File: config.mk
export PLATFORM = sky130hd
export DESIGN_NAME = watch_calendar
export DESIGN_NICKNAME = d
export VERILOG_FILES = /design/src/rtl/watch_calendar.sv
export SDC_FILE = /design/constraint.sdc
export NUM_CORES = 1
export LEC_CHECK = 0
export CORE_ASPECT_RATIO = 1.4
export CORE_MARGIN = 5
export CORE_UTILIZATION = 58
export DETAILED_ROUTE_END_ITERATION = 8
export PLACE_DENSITY_LB_ADDON = 0.05
export SYNTH_ARGS = -nofsm -noshare
export SYNTH_HDL_FRONTEND = slang
export SYNTH_SLANG_ARGS = --single-unit
File: constraint.sdc
create_clock -name clk -period 6.81 [get_ports clk]
set_input_delay 1.0215 -clock clk [delete_from_list [all_inputs] [get_ports clk]]
set_output_delay 1.0215 -clock clk [all_outputs]
set_load 0.03 [all_outputs]
File: src/rtl/watch_calendar.sv
// Calendar-date counter: advances year/month/day and day-of-week on a day tick,
// applies Gregorian leap rules, validates loads and emits month/year carry pulses.
module watch_calendar #(
    parameter int unsigned YEAR_W   = 12,
    parameter int unsigned YEAR_MIN = 1,
    parameter int unsigned YEAR_MAX = 2**YEAR_W - 1,
    parameter int unsigned LEAP_EN  = 1,
    parameter int unsigned DOW_RST  = 0
) (
    input  logic              clk,
    input  logic              rst,
    input  logic              en_day,
    input  logic              set_date,
    input  logic [YEAR_W+8:0] bin_date,
    input  logic [2:0]        set_dow,
    output logic [YEAR_W-1:0] year,
    output logic [3:0]        month,
    output logic [4:0]        day,
    output logic [2:0]        dow,
    output logic              leap,
    output logic              month_end,
    output logic              year_end,
    output logic              set_err
);

    localparam logic [YEAR_W-1:0] YMIN_V = YEAR_W'(YEAR_MIN);
    localparam logic [YEAR_W-1:0] YMAX_V = YEAR_W'(YEAR_MAX);
    localparam logic [2:0]        DOW_RST_V = 3'(DOW_RST);

    function automatic logic is_leap(input logic [YEAR_W-1:0] y);
        int unsigned v;
        v = 32'(y);
        return (LEAP_EN != 0) && ((v % 4) == 0) && (((v % 100) != 0) || ((v % 400) == 0));
    endfunction

    function automatic logic [4:0] days_in(input logic [3:0] m, input logic lp);
        case (m)
            4'd2:                      return lp ? 5'd29 : 5'd28;
            4'd4, 4'd6, 4'd9, 4'd11:   return 5'd30;
            default:                   return 5'd31;
        endcase
    endfunction

    logic [YEAR_W-1:0] ld_year;
    logic [3:0]        ld_month;
    logic [4:0]        ld_day;
    logic              ld_ok;
    logic [4:0]        max_day;

    logic [YEAR_W-1:0] year_n;
    logic [3:0]        month_n;
    logic [4:0]        day_n;
    logic [2:0]        dow_n;
    logic              month_end_n;
    logic              year_end_n;
    logic              set_err_n;

    assign ld_year  = bin_date[YEAR_W+8:9];
    assign ld_month = bin_date[8:5];
    assign ld_day   = bin_date[4:0];

    assign leap    = is_leap(year);
    assign max_day = days_in(month, leap);

    // Load validation uses the month length of the loaded date, not the current one.
    assign ld_ok = (ld_year >= YMIN_V) && (ld_year <= YMAX_V)
                && (ld_month >= 4'd1) && (ld_month <= 4'd12)
                && (ld_day >= 5'd1) && (ld_day <= days_in(ld_month, is_leap(ld_year)))
                && (set_dow <= 3'd6);

    always_comb begin
        year_n      = year;
        month_n     = month;
        day_n       = day;
        dow_n       = dow;
        month_end_n = 1'b0;
        year_end_n  = 1'b0;
        set_err_n   = 1'b0;
        if (set_date) begin
            if (ld_ok) begin
                year_n  = ld_year;
                month_n = ld_month;
                day_n   = ld_day;
                dow_n   = set_dow;
            end else begin
                set_err_n = 1'b1;
            end
        end else if (en_day) begin
            dow_n = (dow == 3'd6) ? 3'd0 : dow + 3'd1;
            if (day < max_day) begin
                day_n = day + 5'd1;
            end else begin
                day_n       = 5'd1;
                month_end_n = 1'b1;
                if (month < 4'd12) begin
                    month_n = month + 4'd1;
                end else begin
                    month_n    = 4'd1;
                    year_end_n = 1'b1;
                    year_n     = (year < YMAX_V) ? year + YEAR_W'(1) : YMIN_V;
                end
            end
        end
    end

    always_ff @(posedge clk or posedge rst) begin
        if (rst) begin
            year      <= YMIN_V;
            month     <= 4'd1;
            day       <= 5'd1;
            dow       <= DOW_RST_V;
            month_end <= 1'b0;
            year_end  <= 1'b0;
            set_err   <= 1'b0;
        end else begin
            year      <= year_n;
            month     <= month_n;
            day       <= day_n;
            dow       <= dow_n;
            month_end <= month_end_n;
            year_end  <= year_end_n;
            set_err   <= set_err_n;
        end
    end

endmodule

# ---- Word-level counts from Yosys, hierarchy flattened
# Index checks and enable logic that the tools add are counted.
dict set report op_classes {
  n_lt_le_gt_ge 10
  muxes 32
  n_eq_ne 14
  div_mod_pow 4
  reduce_logical 22
  n_addsub 4
}
# operator n
set op_table {}
lappend op_table {{$logic_not A32 Y1} 4}
lappend op_table {{$mux W12} 6}
lappend op_table {{$mod A12 B7 Y32 const B} 2}
lappend op_table {{$mod A12 B9 Y32 const B} 2}
lappend op_table {{$reduce_bool A32 Y1} 2}
lappend op_table {{$mux W4} 5}
lappend op_table {{$mux W5} 4}
lappend op_table {{$eq A4 B3 Y1 const B} 4}
lappend op_table {{$eq A4 B4 Y1 const B} 4}
lappend op_table {{$add A12 B1 Y12 const B} 1}
lappend op_table {{$ge A12 B1 Y1 const B} 1}
lappend op_table {{$le A12 B12 Y1 const B} 1}
lappend op_table {{$lt A12 B12 Y1 const B} 1}
lappend op_table {{$mux W3} 4}
lappend op_table {{$mux W1} 11}
lappend op_table {{$eq A4 B2 Y1 const B} 2}
lappend op_table {{$logic_and A1 B1 Y1} 8}
lappend op_table {{$pmux W2 S2} 2}
lappend op_table {{$reduce_or A4 Y1} 2}
lappend op_table {{$add A5 B1 Y5 const B} 1}
lappend op_table {{$ge A5 B1 Y1 const B} 1}
lappend op_table {{$le A5 B5 Y1} 1}
lappend op_table {{$lt A5 B5 Y1} 1}
lappend op_table {{$add A4 B1 Y4 const B} 1}
lappend op_table {{other kinds (13)} 15}
dict set report word_totals {
  word_cells 93
  ff_bits 27
  inputBits 28
}

# ---- Depth between registers and ports, before layout
# Gate-level depths: netlist (run 1).
dict set report depth {
  word_depth 11
  mapped_depth 31
  mapped_depth_nobuf 27
}

# ---- Least setup slack after synthesis (run 1)
# OpenSTA, ideal clock, no wires.
dict set report synth_path {
  kind {input port to flip-flop}
  start {input bin_date[17]}
  end {register dow[1]}
  setup_ns 0.138
  slack_ns -0.375
  required_ns 6.672
  cell_stages 30
  arrival_time_ns 7.046
  n_path_buf 3
  path_cell_list {buf_4 -> o31ai_2 -> inv_1 -> ha_1 -> o21a_1 -> or3_4 -> a311oi_2 -> o22ai_1 -> a221oi_2 -> a41oi_4 -> maj3_2 -> xnor2_4 -> inv_2 -> or2_1 -> and2_1 -> a221o_1 -> a311oi_2 -> mux2i_1 -> o221a_1 -> ha_1 -> a21oi_1 -> o21ai_0 -> and3_1 -> clkbuf_1 -> and2_0 -> clkbuf_1 -> nor2_1 -> nor2_1 -> a21oi_1 -> o211ai_1}
}
dict set report synth_between {
  elab_chain_len 11
  word_cells_on_any_way 19
  classes_between {2 x div; 3 x order compare; 1 x eq/ne; 2 x mux; 11 x reduce/logical}
}
# element line
set synth_rtl {}
lappend synth_rtl {{from (decl)} 14} ;# input logic [YEAR_W+8:0] bin_date,
lappend synth_rtl {{$mod A12 B7 Y32 or $mod A12 B9 Y32 (tied branches)} 33} ;# return (LEAP_EN != 0) && ((v % 4) == 0) && (((v % 100) != 0) || ((v % 400) == 0));
lappend synth_rtl {{$reduce_bool A32 Y1 or $logic_not A32 Y1 (tied branches)} 33}
lappend synth_rtl {{$logic_or A1 B1 Y1} 33}
lappend synth_rtl {{$logic_and A1 B1 Y1} 33}
lappend synth_rtl {{$mux W1} 38} ;# 4'd2: return lp ? 5'd29 : 5'd28;
lappend synth_rtl {{$pmux W2 S2} 37} ;# case (m)
lappend synth_rtl {{$le A5 B5 Y1} 68} ;# && (ld_day >= 5'd1) && (ld_day <= days_in(ld_month, is_leap(ld_year)))
lappend synth_rtl {{$logic_and A1 B1 Y1 *} 68}
lappend synth_rtl {{$logic_and A1 B1 Y1 *} 69} ;# && (set_dow <= 3'd6);
lappend synth_rtl {{$ne A2 B1 Y1 (no source line) *} --}
lappend synth_rtl {{$reduce_and A2 Y1 (no source line) *} --}
lappend synth_rtl {{to (signal assigned)} 119} ;# dow <= dow_n;
lappend synth_rtl {{to (decl)} 19} ;# output logic [2:0] dow,
# Mark *: on every way between the ends. The rest lies on a longest branch, timed or not.
# A chain may end at the register's enable or synchronous reset.

# ---- Worst setup path in the final report (run 1)
dict set report layout_path {
  start {input bin_date[17]}
  end {register year[7]}
}
dict set report layout_between {
  elab_chain_len 11
  word_cells_on_any_way 19
  classes_between {2 x div; 3 x order compare; 1 x eq/ne; 2 x mux; 11 x reduce/logical}
}
# element line
set layout_rtl {}
lappend layout_rtl {{$mod A12 B7 Y32 or $mod A12 B9 Y32 (tied branches)} 33}
lappend layout_rtl {{$reduce_bool A32 Y1 or $logic_not A32 Y1 (tied branches)} 33}
lappend layout_rtl {{$logic_or A1 B1 Y1} 33}
lappend layout_rtl {{$logic_and A1 B1 Y1} 33}
lappend layout_rtl {{$mux W1} 38}
lappend layout_rtl {{$pmux W2 S2} 37}
lappend layout_rtl {{$le A5 B5 Y1} 68}
lappend layout_rtl {{$logic_and A1 B1 Y1 *} 68}
lappend layout_rtl {{$logic_and A1 B1 Y1 *} 69}
lappend layout_rtl {{$ne A2 B1 Y1 (no source line) *} --}
lappend layout_rtl {{$reduce_and A4 Y1 (no source line) *} --}
lappend layout_rtl {{to (signal assigned)} 116} ;# year <= year_n;
lappend layout_rtl {{to (decl)} 16} ;# output logic [YEAR_W-1:0] year,
# Marked as above.

==> results of run 1 <==
## final cells by class
type | instances | share of cell area
Clock inverter | 1 | 0.00126
Tap cell | 100 | 0.0210
Clock buffer | 3 | 0.00693
Multi-Input combinational cell | 521 | 0.629
Sequential cell | 27 | 0.114
Inverter | 28 | 0.0176
Timing Repair Buffer | 140 | 0.210
## registers in the layout, summed over array words and instances (netlist names)
| name | flops |
|---|---|
| year | 12 |
| day | 5 |
| month | 4 |
| dow | 3 |
| month_end | 1 |
| set_err | 1 |
| year_end | 1 |
## Yosys cell counts (all sizes together) (15+ instances only)
cell type	count	area, sq um
and3	17	106
clkbuf	23	86.3
nand3	21	105
nor2	61	229
a21oi	38	205
nor3	23	131
xnor2	15	169
dfrtp	24	601
buf	16	93.8
o21ai	50	269
nand2	57	216
inv	28	105
## worst min path at each step
stage / startpoint / end / slack (ns) / cells past startpoint
after floorplan: year[0]$_DFFE_PP1P_ / year[0]$_DFFE_PP1P_ / 0.54 / 2
after global placement: year[0]$_DFFE_PP1P_ / year[0]$_DFFE_PP1P_ / 0.49 / 2
after detailed placement: year[0]$_DFFE_PP1P_ / year[0]$_DFFE_PP1P_ / 0.50 / 2
after CTS: year[0]$_DFFE_PP1P_ / year[0]$_DFFE_PP1P_ / 0.51 / 2
after global routing: year[0]$_DFFE_PP1P_ / year[0]$_DFFE_PP1P_ / 0.55 / 2
final: year[0]$_DFFE_PP1P_ / year[0]$_DFFE_PP1P_ / 0.54 / 2
## cells by family after synthesis
group | count (synthesis)
buffers and inverters | 67
AOI/OAI and AO/OA | 226
xor gates and xnor gates | 15
and+or+nand+nor | 252
adders and majority gates | 14
DFF | 27
muxes | 14
## power breakdown
group / switching (W) / internal, W
logic: 0.000795 / 0.000584
clock network: 0.0000556 / 0.0000417
registers: 0.0000797 / 0.000199
## routing by layer
layer | up-vias | global-route usage | wire (microns)
met5 | - | 0 | 0
met4 | 0 | 0.143 | 748
met3 | 68 | 0.0238 | 786
met2 | 262 | 0.573 | 8430
met1 | 2601 | 0.341 | 5890
li1 | 2571 | - | -
## repair_timing
| item | in CTS | in global routing |
|---|---|---|
| pin swaps | 0 | 22 |
| cloned | 0 | 3 |
| setup buffers | 0 | 10 |
| setup endpoints to repair | 2 | 25 |
| resized for setup | 1 | 37 |
## layout by cell type (no fill, tap or decap), types with 4 or more instances in the layout
| cell type | n |
|---|---|
| sky130_fd_sc_hd__dlymetal6s2s_1 | 5 |
| sky130_fd_sc_hd__nor3b_1 | 7 |
| sky130_fd_sc_hd__nor4_1 | 8 |
| sky130_fd_sc_hd__nor3_1 | 21 |
| sky130_fd_sc_hd__and3_1 | 16 |
| sky130_fd_sc_hd__mux2i_1 | 9 |
| sky130_fd_sc_hd__nand2b_1 | 7 |
| sky130_fd_sc_hd__or3_1 | 6 |
| sky130_fd_sc_hd__nand4_1 | 7 |
| sky130_fd_sc_hd__buf_4 | 78 |
| sky130_fd_sc_hd__inv_1 | 25 |
| sky130_fd_sc_hd__nand3_1 | 20 |
| sky130_fd_sc_hd__and2_1 | 4 |
| sky130_fd_sc_hd__o22ai_1 | 10 |
| sky130_fd_sc_hd__o211ai_1 | 12 |
| sky130_fd_sc_hd__nor2b_1 | 8 |
| sky130_fd_sc_hd__nand2_1 | 56 |
| sky130_fd_sc_hd__mux2_2 | 4 |
| sky130_fd_sc_hd__o2111ai_1 | 4 |
| sky130_fd_sc_hd__o221ai_1 | 5 |
| sky130_fd_sc_hd__a21oi_1 | 35 |
| sky130_fd_sc_hd__clkdlybuf4s50_1 | 48 |
| sky130_fd_sc_hd__buf_6 | 4 |
| sky130_fd_sc_hd__nor2_1 | 59 |
| sky130_fd_sc_hd__o21ai_2 | 4 |
| sky130_fd_sc_hd__a32oi_1 | 5 |
| sky130_fd_sc_hd__nand3b_1 | 5 |
| sky130_fd_sc_hd__o21ai_0 | 25 |
| sky130_fd_sc_hd__a21o_1 | 4 |
| sky130_fd_sc_hd__o21ai_1 | 19 |
| sky130_fd_sc_hd__a31oi_1 | 8 |
| sky130_fd_sc_hd__or2_2 | 5 |
| sky130_fd_sc_hd__ha_1 | 11 |
| sky130_fd_sc_hd__o21a_1 | 7 |
| sky130_fd_sc_hd__xnor2_1 | 11 |
| sky130_fd_sc_hd__dfrtp_1 | 24 |
## stage by stage
step	instance area, sq um	total power, W
after floorplan	4600	0.00120
after global placement	5640	0.00155
after detailed placement	5640	0.00158
after CTS	5690	0.00168
after global routing	5960	0.00188
final	5960	0.00176
## critical path, delay by kind of cell
kind                       cells  cell delay (ns)
muxes                          1             0.22
adders and majority gates      3             0.79
xor gates and xnor gates       1             0.17
buffers and inverters          6             0.72
AOI/OAI and AO/OA             14             3.14
and+or+nand+nor                4             0.75
==> flow_metrics.py, run 1 <==
metrics = {
    "outcome": {
        "run_status": "finished clean",
    },
    "logic_synthesis": {
        "synth_fa_ha_area_frac": 0.0382,
        "ys_dominant_reg_cell": "sky130_fd_sc_hd__dfrtp_1",
        "synth-seq-cells": 27,
        "synth_simple_gate_area_share": 0.289,
        "synth_top_family_by_area": "compound AO/OA/AOI/OAI gates",
        "number_of_synthesis_warnings": 0,
        "synth_enable_flop_cells": 0,
        "yosys-mux-area-fraction": 0.0323,
        "syn_area_sq_um": 4490,
        "synthesis.nets": 655,
        "synthCells": 615,
        "seq_area_frac_synth": 0.151,
        "synth_cell_types": 101,
        "synthXorXnorAreaFrac": 0.0376,
        "syn_avg_cell_area_sq_um": 7.31,
        "async_flop_share": 1.00,
        "complex_gate_fraction_of_the_synthesized_area": 0.388,
    },
    "routing": {
        "initialDrtViolationCount": 367,
        "via_per_inst": 6.71,
        "ant_nets": 0,
        "wire_per_inst_microns": 19.3,
        "dr.pass1.iters": 5,
        "wirelength_mm": 15.9,
        "num_vias": 5502,
        "drc": 0,
    },
    "placed_design": {
        "numPlacedInstances": 804,
        "dp_slack_ns": -0.294,
        "finalWeightedCongestion": 0.978,
        "io_buffers": 55,
        "place_hpwl_mm": 11.7,
    },
    "critical_path": {
        "r2r_cells": 20,
        "regToRegEndpoint": "year[10]$_DFFE_PP0P_",
        "worst_setup_path_endpoint": "year[7]$_DFFE_PP0P_",
        "startpoint": "bin_date[17]",
        "reg2reg_slack_ns": 0.97,
        "category_of_the_most_critical_setup_path": "in -> reg",
        "timing.critical_path.arrival_ns": 6.83,
        "endpoint_kind": "flop",
        "worst_r2r_startpoint": "year[7]$_DFFE_PP0P_",
        "worstPathMaxFanout": 4,
        "critPathSlowestCell": "sky130_fd_sc_hd__o41ai_4",
        "crit_path_start_kind": "input port",
        "critPathRequiredTime_ns": 6.97,
        "slowest_delay_ns": 0.45,
    },
    "clock_tree": {
        "post_cts_hold_buffer_count": 0,
        "cts.sink_count": 27,
        "cts-htree-levels": 1,
        "path_clk_slew_ns": 0.09,
        "later_pin_clock_latency_in_the_skew_report_ns": 0.29,
        "cts_tree": "yes",
        "cts_max_path_buffers": 2,
        "cts-buffers-inserted": 3,
        "clock-root-buffer": "sky130_fd_sc_hd__clkbuf_8",
    },
    "global_routing": {
        "via_count_of_the_first_global_routing_pass": 5363,
        "grt_use_total": 0.303,
        "grt_start_max_net_pins": 33,
        "grt_antenna_before_repair": 0,
        "first_pass_grt_wire_length_mm": 24.7,
        "grt.overflow.total": 0,
    },
    "timing": {
        "report.final.hold_viol_count": 0,
        "timing.final.setup_violations": 0,
        "whs_ns": 0.535,
        "finClkSkew_ns": 0.0104,
        "final_cycle_share": 0.979,
        "finalWorstSetupSlack_ns": 0.145,
        "max_freq_mhz": 150,
        "timing.final.crit_period_ns": 6.67,
        "max-slew-margin-rel": 0.298,
        "worstMarginPinSlew_ns": 1.05,
        "setup-tns-final_ns": 0,
        "final_max_slew_viol_count": 0,
    },
    "cells_and_area": {
        "footprint_of_the_multi_input_gates_sq_um": 3750,
        "layout.nets": 761,
        "syn_to_final_growth_pct": 32.7,
        "final-instance-count-excl-fill": 820,
        "fin_util": 0.779,
        "final.fill_count": 601,
        "seq_area_sq_um": 679,
        "layout-drive-gt1-share": 0.232,
        "antenna-diode-count": 0,
    },
    "die": {
        "core.rowCount": 38,
        "die_height_microns": 114,
        "die-area_sq_um": 9630,
        "placeableCoreArea_sq_um": 7650,
        "dieWidth_microns": 84.4,
        "io_pins": 56,
        "floorplan.initialDensity": 0.587,
    },
    "pwr": {
        "ir_drop_uv": 241,
        "pwr_density_cell_nw_per_um2": 294,
        "static_leakage_power_nw": 2.44,
    },
    "hold_path": {
        "hold_class": "reg -> reg",
    },
    "run": {
        "drv.max_cap_violation_count": 0,
    },
}
(Power assumes the default switching activity.)
==> inputs of run 2 (changes only) <==
--- a/config.mk
+++ b/config.mk
@@ -10,6 +10,7 @@
 export CORE_UTILIZATION = 58
 export DETAILED_ROUTE_END_ITERATION = 8
 export PLACE_DENSITY_LB_ADDON = 0.05
+export SLEW_MARGIN = 20
 export SYNTH_ARGS = -nofsm -noshare
 export SYNTH_HDL_FRONTEND = slang
 export SYNTH_SLANG_ARGS = --single-unit
==> run 2 against run 1 <==
Final cell count unchanged. Critical path depth unchanged. Hold slack unchanged. Sequential cell count unchanged. Register-to-register slack about the same. Sequential power about the same. Non-clock buffer count unchanged. Utilization unchanged. Sequential share of layout area unchanged. Clock power about the same. Via count unchanged. Critical endpoint unchanged. Highest routed layer unchanged.
==> flow_metrics.py, run 2 (synthesis gave the netlist of run 1 again) <==
metrics = {
    "outcome": {
        "run_status": "finished clean",
    },
    "clock_tree": {
        "cts-buffers-inserted": 3,
        "cts.sink_count": 27,
        "cts_tree": "yes",
        "later_pin_clock_latency_in_the_skew_report_ns": 0.29,
        "cts_max_path_buffers": 2,
        "clock-root-buffer": "sky130_fd_sc_hd__clkbuf_8",
        "path_clk_slew_ns": 0.09,
        "cts-htree-levels": 1,
    },
    "critical_path": {
        "critPathRequiredTime_ns": 6.97,
        "startpoint": "bin_date[17]",
        "reg2reg_slack_ns": 0.97,
        "category_of_the_most_critical_setup_path": "in -> reg",
        "worst_r2r_startpoint": "year[7]$_DFFE_PP0P_",
        "crit_path_start_kind": "input port",
        "worst_path_dominant_cell_family": "compound AO/OA/AOI/OAI gates",
        "endpoint_kind": "flop",
        "worstPathMaxFanout": 4,
        "timing.critical_path.arrival_ns": 6.83,
        "timing.critical_path.buf_inv": 6,
        "critPathSlowestCell": "sky130_fd_sc_hd__o41ai_4",
        "slowest_delay_ns": 0.45,
    },
    "global_routing": {
        "grt_start_max_net_pins": 33,
        "via_count_of_the_first_global_routing_pass": 5363,
        "grt_antenna_before_repair": 0,
        "first_pass_grt_wire_length_mm": 24.7,
        "grt_use_total": 0.303,
        "grt.overflow.total": 0,
    },
    "timing": {
        "final_cycle_share": 0.979,
        "worstMarginPinSlew_ns": 0.813,
        "max-slew-margin-rel": 0.458,
        "timing.final.crit_period_ns": 6.67,
        "finalWorstSetupSlack_ns": 0.145,
        "timing.final.setup_violations": 0,
        "report.final.hold_viol_count": 0,
        "final_max_slew_viol_count": 0,
        "max_freq_mhz": 150,
        "setup-tns-final_ns": 0,
        "finClkSkew_ns": 0.0104,
    },
    "cells_and_area": {
        "most_flops_register": "year",
        "antenna-diode-count": 0,
        "final-instance-count-excl-fill": 820,
        "largest_register_ff_count": 12,
        "most-common-layout-cells": "78 x sky130_fd_sc_hd__buf_4, 59 x sky130_fd_sc_hd__nor2_1, 56 x sky130_fd_sc_hd__nand2_1",
        "syn_to_final_growth_pct": 32.7,
        "layout-drive-gt1-share": 0.233,
        "layout.nets": 761,
        "commonest_non_fill_non_tap_cell_in_the_layout": "sky130_fd_sc_hd__buf_4",
        "fin_util": 0.779,
        "largestRegisters": "year x12, day x5, month x4",
    },
    "routing": {
        "ant_nets": 0,
        "initialDrtViolationCount": 367,
        "wirelength_mm": 15.9,
        "via_per_inst": 6.71,
        "drc": 0,
        "wire_per_inst_microns": 19.3,
        "dr.pass1.iters": 5,
        "num_vias": 5502,
    },
    "placed_design": {
        "place_hpwl_mm": 11.7,
        "numPlacedInstances": 804,
        "io_buffers": 55,
        "finalWeightedCongestion": 0.978,
        "dp_slack_ns": -0.294,
    },
    "die": {
        "io_pins": 56,
        "floorplan.initialDensity": 0.587,
        "placeableCoreArea_sq_um": 7650,
        "die-area_sq_um": 9630,
        "die_height_microns": 114,
        "dieWidth_microns": 84.4,
        "core.rowCount": 38,
    },
    "pwr": {
        "ir_drop_uv": 241,
        "pwr_density_cell_nw_per_um2": 294,
        "static_leakage_power_nw": 2.44,
    },
    "hold_path": {
        "hold_start": "year[0]$_DFFE_PP1P_",
        "hold_class": "reg -> reg",
    },
    "run": {
        "drv.max_cap_violation_count": 0,
    },
}
[run 2: metal layers]
| layer | global-route usage | routed length [microns] | up-vias |
|---|---|---|---|
| li1 | - | - | 2571 |
| met1 | 0.341 | 5890 | 2601 |
| met2 | 0.573 | 8430 | 262 |
| met3 | 0.0238 | 786 | 68 |
| met4 | 0.143 | 748 | 0 |
| met5 | 0 | 0 | - |
[run 2: area by class of cell]
type / instances / area (sq um)
clock buffer: 3 / 41.3
clock inverter: 1 / 7.51
timing repair buffer: 140 / 1250
multi-input combinational: 521 / 3750
inverter: 28 / 105
fill: 601 / 1690
sequential: 27 / 679
tap: 100 / 125
[run 2: where the power goes]
| part | switching, W | internal, W |
|---|---|---|
| clock | 0.0000556 | 0.0000417 |
| sequential | 0.0000797 | 0.000199 |
| combinational | 0.000795 | 0.000584 |
| total | 0.000930 | 0.000825 |
[run 2: final timing paths]
path | to | cells past startpoint
worst max-delay path | year[7]$_DFFE_PP0P_ | 29
worst min-delay path | year[0]$_DFFE_PP1P_ | 2
worst max register to register | year[10]$_DFFE_PP0P_ | 20
worst min register to register | year[0]$_DFFE_PP1P_ | 2
max in group asynchronous | year[11]$_DFFE_PP0P_ | 2
min in group asynchronous | year_end$_DFF_PP0_ | 2
[run 2: through the flow]
step / hold WS [ns] / cell area [sq um] / power (W)
6_report: 0.535 / 5960 / 0.00176
5_1_grt: 0.549 / 5960 / 0.00188
4_1_cts: 0.514 / 5690 / 0.00168
3_5_place_dp: 0.500 / 5640 / 0.00158
3_3_place_gp: 0.489 / 5640 / 0.00155
2_1_floorplan: 0.541 / 4600 / 0.00120
[run 2: worst register-to-register path: cells and delay by family, from the launching register on]
kind | cells | cell delay [ns]
AOI/OAI and AO/OA | 13 | 3.41
DFF | 1 | 0.39
and+or+nand+nor | 4 | 1.27
adders and majority gates | 1 | 0.36
buffers and inverters | 2 | 0.31
[run 2: what timing repair did]
action | CTS | global route
pin swaps | 0 | 22
resized for setup | 1 | 37
setup endpoints to repair | 2 | 25
gates cloned | 0 | 3
buffers inserted | 0 | 10
hold buffers | 0 | 0
==> inputs of run 3 (changes only) <==
--- a/config.mk
+++ b/config.mk
@@ -7,9 +7,9 @@
 export LEC_CHECK = 0
 export CORE_ASPECT_RATIO = 1.4
 export CORE_MARGIN = 5
-export CORE_UTILIZATION = 58
+export CORE_UTILIZATION = 40
 export DETAILED_ROUTE_END_ITERATION = 8
-export PLACE_DENSITY_LB_ADDON = 0.05
+export PLACE_DENSITY = 0.72
 export SLEW_MARGIN = 20
 export SYNTH_ARGS = -nofsm -noshare
 export SYNTH_HDL_FRONTEND = slang
==> run 3 against run 2 <==
Sequential share of layout area decreased by 0.13 points. First-iteration DRC count increased by 28%. Via count decreased by 1.0%. Setup slack improved by 0.097 ns. Largest power group unchanged. Critical path type unchanged. Critical path depth unchanged.
==> flow_metrics.py, run 3 (synthesis gave the netlist of run 1 again) <==
metrics = {
    "hold_path": {
        "hold_class": "reg -> reg",
        "hold_start": "year[0]$_DFFE_PP1P_",
        "terminating_pin_of_the_worst_hold_path": "year[0]$_DFFE_PP1P_",
        "whs_path_depth": 2,
    },
    "clock_tree": {
        "cts.sink_count": 27,
        "cts_tree": "yes",
        "clock-root-buffer": "sky130_fd_sc_hd__clkbuf_16",
        "cts-buffers-inserted": 3,
        "path_clk_slew_ns": 0.08,
        "cts_max_path_buffers": 2,
        "later_pin_clock_latency_in_the_skew_report_ns": 0.27,
        "cts-htree-levels": 1,
    },
    "cells_and_area": {
        "fin_util": 0.552,
        "largestRegisters": "year x12, day x5, month x4",
        "commonest_non_fill_non_tap_cell_in_the_layout": "sky130_fd_sc_hd__buf_4",
        "final.fill_count": 1009,
        "largest_register_ff_count": 12,
        "footprint_of_the_multi_input_gates_sq_um": 3720,
        "most_flops_register": "year",
        "antenna-diode-count": 0,
        "syn_to_final_growth_pct": 34.1,
        "seq_area_sq_um": 679,
        "layout-drive-gt1-share": 0.225,
        "layout.nets": 760,
        "most-common-layout-cells": "79 x sky130_fd_sc_hd__buf_4, 59 x sky130_fd_sc_hd__nor2_1, 56 x sky130_fd_sc_hd__nand2_1",
    },
    "pwr": {
        "switching_share": 0.517,
        "static_leakage_power_nw": 2.44,
        "totalPowerFinal_w": 0.00179,
        "ir_drop_uv": 110,
        "share_seq_of_total_power": 0.157,
        "internal_power_w": 0.000868,
        "pwr_density_cell_nw_per_um2": 298,
        "pwr-share-clk": 0.078,
        "share_comb_of_total_power": 0.766,
        "total_switching_power_w": 0.000927,
    },
    "critical_path": {
        "r2r_cells": 20,
        "worst_r2r_startpoint": "year[7]$_DFFE_PP0P_",
        "timing.critical_path.arrival_ns": 6.72,
        "critPathSlowestCell": "sky130_fd_sc_hd__o41ai_4",
        "endpoint_kind": "flop",
        "reg2reg_slack_ns": 1.13,
        "crit_path_start_kind": "input port",
        "category_of_the_most_critical_setup_path": "in -> reg",
        "regToRegEndpoint": "year[11]$_DFFE_PP0P_",
        "worstPathMaxFanout": 5,
        "critPathRequiredTime_ns": 6.96,
        "slowest_delay_ns": 0.46,
    },
    "die": {
        "die_height_microns": 135,
        "dieWidth_microns": 99.6,
        "core.rowCount": 45,
        "io_pins": 56,
        "placeableCoreArea_sq_um": 10900,
        "floorplan.initialDensity": 0.411,
        "die-area_sq_um": 13500,
    },
    "routing": {
        "initialDrtViolationCount": 471,
        "via_per_inst": 6.33,
        "dr.pass1.iters": 5,
        "num_vias": 5445,
        "ant_nets": 0,
        "wire_per_inst_microns": 17.6,
        "drc": 0,
        "wirelength_mm": 15.2,
    },
    "timing": {
        "setup-tns-final_ns": 0,
        "worstMarginPinSlew_ns": 0.776,
        "final_cycle_share": 0.965,
        "report.final.hold_viol_count": 0,
        "max_freq_mhz": 152,
        "timing.final.setup_violations": 0,
        "whs_ns": 0.532,
        "max-slew-margin-rel": 0.483,
        "finClkSkew_ns": 0.0111,
        "timing.final.crit_period_ns": 6.57,
        "final_max_slew_viol_count": 0,
    },
    "run": {
        "drv.max_cap_violation_count": 0,
    },
    "global_routing": {
        "first_pass_grt_wire_length_mm": 24.5,
        "grt_start_max_net_pins": 33,
        "grt_use_total": 0.214,
        "via_count_of_the_first_global_routing_pass": 5162,
        "grt.overflow.total": 0,
        "grt_antenna_before_repair": 0,
    },
    "placed_design": {
        "finalWeightedCongestion": 0.930,
        "io_buffers": 55,
        "place_hpwl_mm": 11.7,
    },
    "outcome": {
        "run_status": "finished clean",
    },
}
==> run 3: cell types whose count changed in the layout (fill, tap and decap cells not counted), moves of 2 or more <==
cell / previous run / this run
sky130_fd_sc_hd__buf_6: 4 / 0
sky130_fd_sc_hd__clkbuf_16: 2 / 5
sky130_fd_sc_hd__clkbuf_8: 3 / 0
sky130_fd_sc_hd__buf_12: 1 / 3
sky130_fd_sc_hd__o21ai_2: 4 / 2
sky130_fd_sc_hd__o21ai_4: 2 / 4
==> run 3: power by group through the flow <==
stage	clock network (W)	registers (W)	logic, W
finish	0.000140	0.000281	0.00137
global route	0.000149	0.000289	0.00149
CTS	0.000141	0.000279	0.00131
detailed placement	0	0.000281	0.00131
global placement	0	0.000278	0.00127
floorplan	0	0.000322	0.000880
==> run 3: how the worst max path moves through the flow <==
| stage | startpoint | to | slack [ns] |
|---|---|---|---|
| CTS | bin_date[18] | year[6]$_DFFE_PP0P_ | 0.0005 |
| floorplan | bin_date[18] | day[3]$_DFFE_PP0P_ | 0.003 |
| detailed placement | bin_date[18] | year[6]$_DFFE_PP0P_ | -0.28 |
| global placement | bin_date[18] | year[6]$_DFFE_PP0P_ | -0.18 |
| global route | bin_date[16] | year[1]$_DFFE_PP0P_ | -0.008 |
| finish | bin_date[16] | year[6]$_DFFE_PP0P_ | 0.24 |
==> run 3: final cells by class <==
class                           instances  share of cell area
Tap cell                              141              0.0293
Clock inverter                          1             0.00125
Multi-Input combinational cell        521               0.618
Sequential cell                        27               0.113
Inverter                               28              0.0174
Clock buffer                            3              0.0125
Timing Repair Buffer                  139               0.209
==> run 3: through the flow <==
stage,setup WS (ns),instances,area (sq um)
3_5_place_dp,-0.277,845,5690
6_report,0.242,860,6030
4_1_cts,0.000520,850,5780
5_1_grt,-0.00792,860,6030
3_3_place_gp,-0.176,845,5690
2_1_floorplan,0.00273,615,4600
==> run 3: critical path: cells and delay by family <==
kind                       cells  cell delay, ns
AOI/OAI and AO/OA             14            3.15
xor gates and xnor gates       1            0.18
buffers and inverters          5            0.60
adders and majority gates      3            0.79
and+or+nand+nor                5            0.77
muxes                          1            0.21
==> run 3: layer usage <==
layer / GRT usage / part of all wire / vias up
li1: - / - / 2584
met1: 0.250 / 0.39 / 2593
met2: 0.401 / 0.53 / 218
met3: 0.0124 / 0.046 / 50
met4: 0.0850 / 0.034 / 0
met5: 0 / 0 / -
==> run 3: timing repair <==
action,in CTS,in global routing
resized for setup,0,28
hold buffers,0,0
gates cloned,0,2
endpoints found under the setup margin,1,25
buffers inserted,1,8
pin swaps,1,16
